[src/rtl/irq_controller.sv]
// Interrupt initiator: edge-detects request lines, masks and prioritises them, and
// holds one trap outstanding until retE. Build option IRQ_SYNC_EN adds a 2-flop input synchronizer.
module irq_controller #(
    parameter int                 NUM_IRQ    = 8,
    parameter int                 CAUSE_W    = 3,
    parameter logic [NUM_IRQ-1:0] MASK_RESET = '0
) (
    input  logic               clk,
    input  logic               rst_n,
    input  logic [NUM_IRQ-1:0] irq_in,
    input  logic               irq_en,
    input  logic               mask_we,
    input  logic [NUM_IRQ-1:0] mask_wdata,
    input  logic               retE,
    output logic               interrupt,
    output logic [CAUSE_W-1:0] cause,
    output logic               in_service,
    output logic [NUM_IRQ-1:0] pending,
    output logic               spurious_ret
);

    localparam logic [1:0] ST_IDLE    = 2'd0;
    localparam logic [1:0] ST_FIRE    = 2'd1;
    localparam logic [1:0] ST_SERVICE = 2'd2;

    logic [NUM_IRQ-1:0] irq_s;
    logic [NUM_IRQ-1:0] irq_prev_q;
    logic [NUM_IRQ-1:0] rise;
    logic [NUM_IRQ-1:0] pending_q, pending_d;
    logic [NUM_IRQ-1:0] mask_q, mask_d;
    logic [NUM_IRQ-1:0] candidates;
    logic [NUM_IRQ-1:0] clr;
    logic               any_cand;
    logic [CAUSE_W-1:0] winner;
    logic [1:0]         state_q, state_d;
    logic [CAUSE_W-1:0] cause_q, cause_d;
    logic               spur_q, spur_d;
    logic               interrupt_q, in_service_q;

`ifdef IRQ_SYNC_EN
    logic [NUM_IRQ-1:0] sync1_q, sync2_q;

    always_ff @(posedge clk or negedge rst_n) begin
        if (!rst_n) begin
            sync1_q <= '0;
            sync2_q <= '0;
        end else begin
            sync1_q <= irq_in;
            sync2_q <= sync1_q;
        end
    end

    assign irq_s = sync2_q;
`else
    assign irq_s = irq_in;
`endif

    assign rise       = irq_s & ~irq_prev_q;
    assign candidates = pending_q & mask_q;
    assign any_cand   = |candidates;

    // Scan from the top so the lowest set index is the last assignment and wins.
    always_comb begin
        winner = '0;
        for (int i = NUM_IRQ - 1; i >= 0; i--) begin
            if (candidates[i]) begin
                winner = CAUSE_W'(i);
            end
        end
    end

    always_comb begin
        state_d = state_q;
        cause_d = cause_q;
        spur_d  = spur_q;
        clr     = '0;
        case (state_q)
            ST_IDLE: begin
                if (retE) begin
                    spur_d = 1'b1;
                end
                if (irq_en && any_cand) begin
                    state_d = ST_FIRE;
                    cause_d = winner;
                    clr     = NUM_IRQ'(1) << winner;
                end
            end
            ST_FIRE:    state_d = ST_SERVICE;
            ST_SERVICE: begin
                if (retE) begin
                    state_d = ST_IDLE;
                end
            end
            default:    state_d = ST_IDLE;
        endcase
    end

    // A fresh edge on the bit being serviced re-arms it: set takes precedence over clear.
    assign pending_d = (pending_q & ~clr) | rise;
    assign mask_d    = mask_we ? mask_wdata : mask_q;

    always_ff @(posedge clk or negedge rst_n) begin
        if (!rst_n) begin
            irq_prev_q   <= '0;
            pending_q    <= '0;
            mask_q       <= MASK_RESET;
            state_q      <= ST_IDLE;
            cause_q      <= '0;
            spur_q       <= 1'b0;
            interrupt_q  <= 1'b0;
            in_service_q <= 1'b0;
        end else begin
            irq_prev_q   <= irq_s;
            pending_q    <= pending_d;
            mask_q       <= mask_d;
            state_q      <= state_d;
            cause_q      <= cause_d;
            spur_q       <= spur_d;
            interrupt_q  <= (state_d == ST_FIRE);
            in_service_q <= (state_d != ST_IDLE);
        end
    end

    assign interrupt    = interrupt_q;
    assign in_service   = in_service_q;
    assign cause        = cause_q;
    assign pending      = pending_q;
    assign spurious_ret = spur_q;

endmodule
[config.mk]
export PLATFORM = sky130hd
export DESIGN_NAME = irq_controller
export DESIGN_NICKNAME = d
export VERILOG_FILES = /design/src/rtl/irq_controller.sv
export SDC_FILE = /design/constraint.sdc
export NUM_CORES = 1
export LEC_CHECK = 0
export ABC_AREA = 0
export ABC_CLOCK_PERIOD_IN_PS = 1900
export CAP_MARGIN = 20
export CORE_ASPECT_RATIO = 1.2
export CORE_MARGIN = 2
export CORE_UTILIZATION = 45
export DETAILED_ROUTE_END_ITERATION = 7
export MAX_ROUTING_LAYER = met4
export PLACE_DENSITY = 0.74
export SLEW_MARGIN = 15
export SYNTH_ARGS = -nofsm -noshare
export SYNTH_HDL_FRONTEND = slang
export SYNTH_SLANG_ARGS = --single-unit
[constraint.sdc]
create_clock -name clk -period 1.9 [get_ports clk]
set_input_delay 0.19 -clock clk [delete_from_list [all_inputs] [get_ports clk]]
set_output_delay 0.19 -clock clk [all_outputs]
set_load 0.01 [all_outputs]
==> flow_metrics.py <==
metrics = {
    "timing": {
        "period_share_pct": 85.5,
        "skew_ns": 0.00205,
        "finalHoldViolCount": 0,
        "rsz0062_at_grt": "no",
        "timing.fmax_ghz": 0.615,
        "slew_headroom_pct": 70.4,
        "slew_viol_final": 0,
        "setup_violations": 0,
        "min_period_ns": 1.63,
        "holdWs_ns": 0.239,
        "tns_ns": 0,
        "tightest_slew_ns": 0.444,
    },
    "global_route": {
        "overflow": 0,
        "grtUsageTotal_pct": 18.9,
        "grt_pass1_wl_um": 4470,
        "antenna_found_initial": 0,
        "grt_pass1_vias": 1051,
        "grt_max_degree": 33,
    },
    "logic_synthesis": {
        "syn_avg_cell_area_sq_um": 12.1,
        "ys_ff_latch": 32,
        "ys_types": 27,
        "yosysWarnings": 0,
        "syn-cell-area_sq_um": 1310,
        "synth_nets": 129,
        "synth_flop_cell": "dfrtp_1",
        "synth-edff-count": 0,
        "ys_async_sr_fraction_pct": 100,
        "syn_inst": 108,
        "synth-seq-area-share_pct": 61.4,
    },
    "cells_and_area": {
        "n_antenna_cell": 0,
        "area_growth_syn_to_layout_pct": 34.3,
        "final_cells": 184,
        "final_cell_mix": "clkdlybuf4s50_1 (34), dfrtp_1 (32), nand2_1 (11)",
        "layout.nets": 170,
        "utilization_pct": 62.9,
        "drive_gt1_share_pct": 16.0,
        "final_common_cell": "clkdlybuf4s50_1",
    },
    "route": {
        "via_count": 1023,
        "wire_per_inst_um": 13.8,
        "drc": 0,
        "ant_nets": 0,
        "drtIter0Drc": 16,
        "avgViaCountPerCell": 5.56,
        "wl_um": 2530,
        "drt_pass1_iterations": 4,
    },
    "setup_path": {
        "path_cells": "a22oi_1 -> nand2_2 -> o21a_4 -> mux2_4",
        "end_kind": "flip-flop",
        "reg2reg_slack_ns": 0.28,
        "slowest_stage": "dfrtp_1",
        "cp_max_fo": 6,
        "critPathKind": "reg2reg",
        "r2r-end": "cause[0]",
        "r2r_start": "pending[5]",
        "worst_ep_required_time_ns": 2.12,
        "slowest_delay_ns": 0.45,
        "cp.arrival_ns": 1.85,
        "cp-start-kind": "flip-flop",
        "reg2reg_depth": 4,
    },
    "run_status": {
        "status": "complete, no violations",
    },
    "clocking": {
        "ctsResizeCount": 0,
        "htree_num_levels": 2,
        "hold_buffers": 0,
        "cts_root_buf": "clkbuf_4",
        "clk_pin_slew_ns": 0.09,
        "cts_sinks": 32,
        "clock_path_buffers": 2,
        "post_cts_buffers": 0,
        "cts_tree": "built",
        "clock_latency_ns": 0.33,
        "cts_buffers": 5,
    },
    "floorplan": {
        "initial_core_util_pct": 46.9,
        "die_area_sq_um": 3350,
        "rows": 21,
        "core_sq_um": 2790,
        "pin_count": 35,
        "die-width_um": 53.2,
        "die_y_um": 63.0,
    },
    "placed_design": {
        "dp_hpwl_um": 1920,
        "port_buffers": 34,
        "gp_congestion": 0.784,
        "dp.cells": 176,
    },
    "power_and_ir_drop": {
        "power_density_nw_per_um2": 1060,
        "ir_drop_v": 0.000549,
        "p_leak_uw": 0.000765,
        "total_power_uw": 1850,
    },
    "min_path": {
        "hold_path.class": "in2async",
    },
    "flow_run": {
        "cap_violations": 0,
    },
}
==> per-layer routing <==
metal / global-route usage (%) / vias up / share of wire, %
met2: 30.9 / 26 / 52
met4: 8.33 / 0 / 1.9
met3: 6.70 / 7 / 4.9
li1: - / 474 / -
met1: 20.2 / 516 / 41
met5: - / - / 0
==> power breakdown <==
| part | switching [uW] | leakage (uW) | internal (uW) |
|---|---|---|---|
| clock | 209 | 0.0000326 | 182 |
| sequential | 105 | 0.000356 | 801 |
| combinational | 233 | 0.000377 | 323 |
| total | 547 | 0.000765 | 1310 |
==> cell type report <==
class	count	area, sq um
Clock buffer	8	58.8
Fill cell	252	1030
Inverter	10	37.5
Multi-Input combinational cell	64	458
Sequential cell	32	801
Tap cell	34	42.5
Timing Repair Buffer	36	355
==> worst max-delay path, delay by kind of cell (launching register included) <==
| kind | cells | cell delay [ns] |
|---|---|---|
| compound gates | 2 | 0.65 |
| mux | 1 | 0.29 |
| flops | 1 | 0.45 |
| simple gates | 1 | 0.13 |
==> kinds of logic after synthesis <==
logic type	after synthesis	synth area share (%)
DFF	32	61.4
AOI/OAI and AO/OA	30	17.4
and+or+nand+nor	24	8.73
buffers and inverters	12	3.55
muxes	10	8.92
==> worst max path at each step <==
stage,to,start,cells past startpoint,slack [ns]
final,cause[0],pending[5],4,0.28
after global routing,cause[0],pending[5],4,0.19
after CTS,cause[0],pending[5],4,0.29
after detailed placement,cause[0],irq_en,5,0.21
after global placement,pending[6],irq_en,5,0.22
after floorplan,cause[0],pending[5],4,0.40
==> cell usage after synthesis (2+ instances only) <==
cell type / count / area [sq um]
a21oi_1: 4 / 20.0
a221o_1: 2 / 20.0
a22oi_1: 3 / 22.5
a32o_1: 3 / 30.0
dfrtp_1: 32 / 801
inv_1: 10 / 37.5
mux2_2: 9 / 101
nand2_1: 11 / 41.3
nand2_2: 3 / 18.8
nand3_1: 4 / 20.0
nor2_1: 2 / 7.51
o21a_1: 3 / 22.5
o21ai_0: 7 / 35.0
o221ai_1: 2 / 17.5
==> state kept, by name, indices dropped and copies added (netlist names) <==
name and count:
irq_prev_q 8, mask_q 8, pending 8, cause 3, state_q 2, in_service 1, interrupt 1, spurious_ret 1
==> through the flow <==
stage | setup WS, ns | instance area, sq um
after floorplan | 0.403 | 1310
after detailed placement | 0.209 | 1690
final | 0.275 | 1750
after CTS | 0.289 | 1750
after global routing | 0.194 | 1750
after global placement | 0.225 | 1690
(Power assumes the default switching activity.)
